`src/rtl/mux2_pkg.sv`:
```
// Shared defaults and types for the mux2_unit datapath selector.
package mux2_pkg;

    localparam int DEFAULT_WIDTH = 8;
    localparam int DEFAULT_CNT_W = 16;

    typedef logic [DEFAULT_CNT_W-1:0] toggle_cnt_t;

endpackage : mux2_pkg

```
`src/rtl/mux2_unit_if.sv`:
```
// Signal bundle between the datapath and mux2_unit; master drives data/select, slave returns results.
interface mux2_unit_if
    import mux2_pkg::*;
#(
    parameter int WIDTH = DEFAULT_WIDTH,
    parameter int CNT_W = DEFAULT_CNT_W
);

    logic [WIDTH-1:0] d0;
    logic [WIDTH-1:0] d1;
    logic             s;
    logic             en;
    logic [WIDTH-1:0] y;
    logic [WIDTH-1:0] y_q;
    logic             valid_q;
    logic             sel_q;
    logic [CNT_W-1:0] toggle_cnt;

    modport master (
        output d0, d1, s, en,
        input  y, y_q, valid_q, sel_q, toggle_cnt
    );

    modport slave (
        input  d0, d1, s, en,
        output y, y_q, valid_q, sel_q, toggle_cnt
    );

endinterface : mux2_unit_if

```
`src/rtl/mux2_sel.sv`:
```
// Purely combinational WIDTH-wide 2:1 selector.
module mux2_sel #(
    parameter int WIDTH = 8
) (
    input  logic [WIDTH-1:0] d0_i,
    input  logic [WIDTH-1:0] d1_i,
    input  logic             s_i,
    output logic [WIDTH-1:0] y_o
);

    // The conditional operator merges agreeing bits when s_i is X/Z.
    assign y_o = s_i ? d1_i : d0_i;

endmodule : mux2_sel

```
`src/rtl/mux2_unit.sv`:
```
// 2:1 selector with combinational and registered outputs; toggle counter built only
// when MUX2_TOGGLE_CNT_EN is defined.
module mux2_unit
    import mux2_pkg::*;
#(
    parameter int WIDTH = DEFAULT_WIDTH,
    parameter int CNT_W = DEFAULT_CNT_W
) (
    input  logic        clk,
    input  logic        rst,
    mux2_unit_if.slave  bus
);

    logic [WIDTH-1:0] y_comb;

    mux2_sel #(.WIDTH(WIDTH)) u_sel (
        .d0_i (bus.d0),
        .d1_i (bus.d1),
        .s_i  (bus.s),
        .y_o  (y_comb)
    );

    assign bus.y = y_comb;

    logic [WIDTH-1:0] data_q, data_d;
    logic             sel_q, sel_d;
    logic             valid_q, valid_d;

    always_comb begin
        data_d  = data_q;
        sel_d   = sel_q;
        valid_d = valid_q;
        if (bus.en) begin
            data_d  = y_comb;
            sel_d   = bus.s;
            valid_d = 1'b1;
        end
    end

    // NOTE: non-blocking assignments keep every flop sampling pre-edge values.
    always_ff @(posedge clk) begin
        if (rst) begin
            data_q  <= '0;
            sel_q   <= 1'b0;
            valid_q <= 1'b0;
        end else begin
            data_q  <= data_d;
            sel_q   <= sel_d;
            valid_q <= valid_d;
        end
    end

    assign bus.y_q     = data_q;
    assign bus.sel_q   = sel_q;
    assign bus.valid_q = valid_q;

`ifdef MUX2_TOGGLE_CNT_EN
    logic             s_prev_q;
    logic [CNT_W-1:0] cnt_q, cnt_d;

    // Saturate rather than wrap so a long-running debug count never looks small.
    always_comb begin
        cnt_d = cnt_q;
        if ((bus.s != s_prev_q) && (cnt_q != '1)) begin
            cnt_d = cnt_q + CNT_W'(1);
        end
    end

    always_ff @(posedge clk) begin
        if (rst) begin
            s_prev_q <= 1'b0;
            cnt_q    <= '0;
        end else begin
            s_prev_q <= bus.s;
            cnt_q    <= cnt_d;
        end
    end

    assign bus.toggle_cnt = cnt_q;
`else
    assign bus.toggle_cnt = {CNT_W{1'b0}};
`endif

endmodule : mux2_unit

```
`src/flat_wrapper.sv`:
```
// flat-port wrapper written by rule: the top's interface ports become plain ports
module mux2_unit_flat import mux2_pkg::*;
#(
    parameter int WIDTH = DEFAULT_WIDTH,
    parameter int CNT_W = DEFAULT_CNT_W
)
  (clk, rst, bus_d0, bus_d1, bus_s, bus_en, bus_y, bus_y_q, bus_valid_q, bus_sel_q, bus_toggle_cnt);
  mux2_unit_if #(.WIDTH(WIDTH), .CNT_W(CNT_W)) bus_i ();
  input  logic clk;
  input  logic rst;
  input wire logic [$bits(bus_i.d0)-1:0] bus_d0;
  input wire logic [$bits(bus_i.d1)-1:0] bus_d1;
  input wire logic [$bits(bus_i.s)-1:0] bus_s;
  input wire logic [$bits(bus_i.en)-1:0] bus_en;
  output wire logic [$bits(bus_i.y)-1:0] bus_y;
  output wire logic [$bits(bus_i.y_q)-1:0] bus_y_q;
  output wire logic [$bits(bus_i.valid_q)-1:0] bus_valid_q;
  output wire logic [$bits(bus_i.sel_q)-1:0] bus_sel_q;
  output wire logic [$bits(bus_i.toggle_cnt)-1:0] bus_toggle_cnt;
  assign bus_i.d0 = bus_d0;
  assign bus_i.d1 = bus_d1;
  assign bus_i.s = bus_s;
  assign bus_i.en = bus_en;
  assign bus_y = bus_i.y;
  assign bus_y_q = bus_i.y_q;
  assign bus_valid_q = bus_i.valid_q;
  assign bus_sel_q = bus_i.sel_q;
  assign bus_toggle_cnt = bus_i.toggle_cnt;
  mux2_unit #(.WIDTH(WIDTH), .CNT_W(CNT_W)) u_core (.clk(clk), .rst(rst), .bus(bus_i));
endmodule
```
`config.mk`:
```
export PLATFORM = sky130hd
export DESIGN_NAME = mux2_unit_flat
export DESIGN_NICKNAME = d
export VERILOG_FILES = /design/src/rtl/mux2_pkg.sv /design/src/rtl/mux2_unit_if.sv /design/src/rtl/mux2_sel.sv /design/src/rtl/mux2_unit.sv /design/src/flat_wrapper.sv
export SDC_FILE = /design/constraint.sdc
export NUM_CORES = 1
export LEC_CHECK = 0
export ABC_AREA = 1
export BUFFER_PORTS_ARGS = -buffer_cell sky130_fd_sc_hd__buf_2
export CORE_UTILIZATION = 40
export CTS_CLUSTER_DIAMETER = 60
export DETAILED_ROUTE_END_ITERATION = 10
export GPL_TIMING_DRIVEN = 1
export HOLD_SLACK_MARGIN = 0.03
export MAX_ROUTING_LAYER = met4
export PLACE_DENSITY = 0.8
export SYNTH_ARGS = -nofsm -noshare
export SYNTH_HDL_FRONTEND = slang
export SYNTH_SLANG_ARGS = --single-unit
```
`constraint.sdc`:
```
create_clock -name clk -period 1.85 [get_ports clk]
set_input_delay 0.2775 -clock clk [delete_from_list [all_inputs] [get_ports clk]]
set_output_delay 0.2775 -clock clk [all_outputs]
set_load 0.01 [all_outputs]
```
==> key figures <==
Logic synthesis
  • Synth warnings: 0
  • Synth unique cells: 12
  • Cell count after synthesis: 100
  • Sequential area share after synthesis: 30.48%
  • Cell Area, Synth: 656.9 um^2
  • Seq cells post-synth: 10
  • Avg Cell Area, Syn: ~6.6 um^2

Clock tree
  • Post-CTS Setup Inserts: 0
  • CTS tree: done
  • CTS clk-pin slew, worst paths: 0.07 ns
  • H-tree Lvls: 1
  • Cts hold-fix bufs: 0
  • Num CTS Buffers: 3
  • CTS root buf: clkbuf_4
  • Clk buf depth: 2
  • CTS resizes: 0
  • Worst-skew pair later-pin latency: roughly 0.27 ns
  • Clock Sink Count: 10

Power
  • Seq pwr share: about two fifths
  • Power Density: 746.2 nW/um^2
  • Cell internal pwr: 0.0004051 W
  • Comb power frac: 24.0%
  • Psw: 0.0001775 W
  • Final Power: approximately 0.00058 W
  • Worst VDD drop: 0.0003821 V
  • P_leak: about 0.52 nW
  • Switching Share: 30.47%
  • Clock power share: 35.2%

Routing
  • Final wirelength: between 1 and 1.5 mm
  • Wire length per cell: 8.605 um
  • Via Count: 638
  • Antenna violation net count after detailed routing: 0
  • DRC viols: 0
  • Drt first pass iters: 4
  • Via density: 4.197
  • Iteration-0 DRC Markers: 17

Setup path
  • Buf+Inv Stages, Crit Path: 3
  • Critical-path cell list: buf_2 > inv_6 > nand2_1 > nand2_1 > buf_2
  • Crit-path max cell delay: ~0.21 ns
  • Data required time of the critical path: 1.57 ns
  • Worst r2r src: u_core.bus.y_q[6]$_SDFFE_PP0P_
  • Crit start category: input pin
  • R2R setup slack: 1.21 ns
  • Critical Path End: bus_y[2]
  • Top Family by Delay on Critical Path: buffers and inverters
  • Worst R2R End: u_core.bus.y_q[6]$_SDFFE_PP0P_
  • Critical path depth: 5
  • Critical path's slowest cell: buf_2
  • Highest fanout seen on the critical path: 9
  • Setup CP Type: in2out
  • Worst Setup SP: bus_s
  • Crit path arrival time: a little over 0.8 ns
  • CP Capture Type: output pin
  • Reg2Reg Depth: 4

Run
  • Number of max-cap violations: 0

Global routing
  • Initial antenna violation count: 0
  • Largest net degree at the start of global routing: 20
  • Grt ovf: 0
  • Tot GR Track Use: between 10% and 20%
  • First-pass GRT wire length: 2.070 mm
  • Vias in the first global route: 515

Floorplan
  • Die area: 1808 um^2
  • Height of the die: 42.53 um
  • Placeable Area: 1524 um^2
  • Die Wd: 42.53 um
  • I/O pins: 54
  • Initial Utilization: 43.10%
  • Rows: 14

STA
  • # setup viols final: 0
  • Clock Skew: 0 ns
  • RSZ-0062 raised after global routing: no
  • F_max: 0.9109 GHz
  • Final period utilization: about three fifths
  • Final Hold Fails: 0
  • Setup TNS: 0 ns
  • Post-route minimum period: 1.098 ns
  • Max-slew violations: 0

Status
  • Status: finished clean

Place
  • Port bufs: 37
  • Routability congestion estimate from global placement: 0.7788
  • Placed insts: 148
  • DP Area: 744.5 um^2
  • Hpwl dp: 989.7 um

Finish
  • Antenna Cells: 0
  • Fraction of layout cells with a size suffix above 1: 30.88%
  • Post-Route Utilization: 51.23%
  • Commonest non-fill, non-tap cell in the layout: buf_2
  • Non-Filler Cell Area, Final: 780.7 um^2
  • Commonest non-fill, non-tap cells in the layout: buf_2, nand2_1, nor2_1
  • Fin cells: 152
  • P&R area growth vs syn: 18.86%
  • Fillers: between 150 and 200
  • Final nets: 157

Worst hold path
  • HP Class: in2reg
==> metrics by stage <==
stage	setup slack (ns)	hold slack [ns]
2_1_floorplan	0.9630	0.4680
3_3_place_gp	0.7633	0.4428
3_5_place_dp	0.7516	0.4678
4_1_cts	0.7519	0.3031
5_1_grt	0.6773	0.3319
6_report	0.7522	0.3097
==> worst min-delay path, stage by stage <==
cell     delay (ns)
buf_2          0.08
nand2_1        0.06
nand3_1        0.06
nand2_1        0.04
inv_1          0.04
==> cells by family after synthesis <==
family / count (synthesis) / share of synthesized area, %
other cells: 1 / 0.5709
buf+inv: 29 / 32.38
flops: 10 / 30.48
simple gates: 58 / 34.67
compound gates: 2 / 1.904
==> cell type report <==
cell class,instances,area (um^2),share of cell area [%]
flip-flops and latches,10,200.2,25.64
inverters,9,38.79,4.968
multi-input cells,76,300.3,38.46
well taps,16,20.02,2.564
repair buffers,37,185.2,23.72
clock buffers,4,36.28,4.647
==> cells in the mapped netlist <==
master | n | share of area (%)
a21oi_1 | 1 | 0.76
buf_12 | 1 | 3.0
buf_4 | 16 | 18
buf_6 | 3 | 5.1
conb_1 | 1 | 0.57
dfxtp_1 | 10 | 30
inv_1 | 8 | 4.6
inv_6 | 1 | 1.3
nand2_1 | 32 | 18
nand3_1 | 8 | 6.1
nor2_1 | 18 | 10
o21bai_1 | 1 | 1.1
==> power groups by stage <==
stage	Clock, W	Sequential [W]	Combinational [W]
after floorplan	0	0.000251	0.000113
final	0.000205	0.000238	0.000140
after global placement	0	0.000242	0.000138
after CTS	0.000212	0.000238	0.000141
after global routing	0.000225	0.000239	0.000159
after detailed placement	0	0.000243	0.000140
==> how the worst min path moves through the flow <==
stage / from / endpoint / slack, ns / cells past startpoint
detailed placement: u_core.bus.valid_q$_SDFFE_PP0P_ / u_core.bus.valid_q$_SDFFE_PP0P_ / 0.47 / 2
CTS: bus_d0[6] / u_core.bus.y_q[6]$_SDFFE_PP0P_ / 0.30 / 5
global placement: u_core.bus.valid_q$_SDFFE_PP0P_ / u_core.bus.valid_q$_SDFFE_PP0P_ / 0.44 / 2
global route: rst / u_core.bus.valid_q$_SDFFE_PP0P_ / 0.33 / 2
finish: bus_d0[6] / u_core.bus.y_q[6]$_SDFFE_PP0P_ / 0.31 / 5
floorplan: rst / u_core.bus.valid_q$_SDFFE_PP0P_ / 0.47 / 2
==> routing by layer <==
| layer | up-vias | global-route usage [%] | part of all wire, % |
|---|---|---|---|
| met5 | - | - | 0 |
| met4 | 0 | 9.375 | 2.3 |
| met3 | 5 | 3.017 | 9.4 |
| met2 | 35 | 24.31 | 46 |
| met1 | 261 | 19.00 | 43 |
| li1 | 337 | - | - |
==> state kept, by name, indices dropped and copies added, names as in the netlist <==
signal              count
u_core.bus.valid_q      1
u_core.bus.y_q          8
u_core.bus.sel_q        1
(Power assumes the default switching activity.)
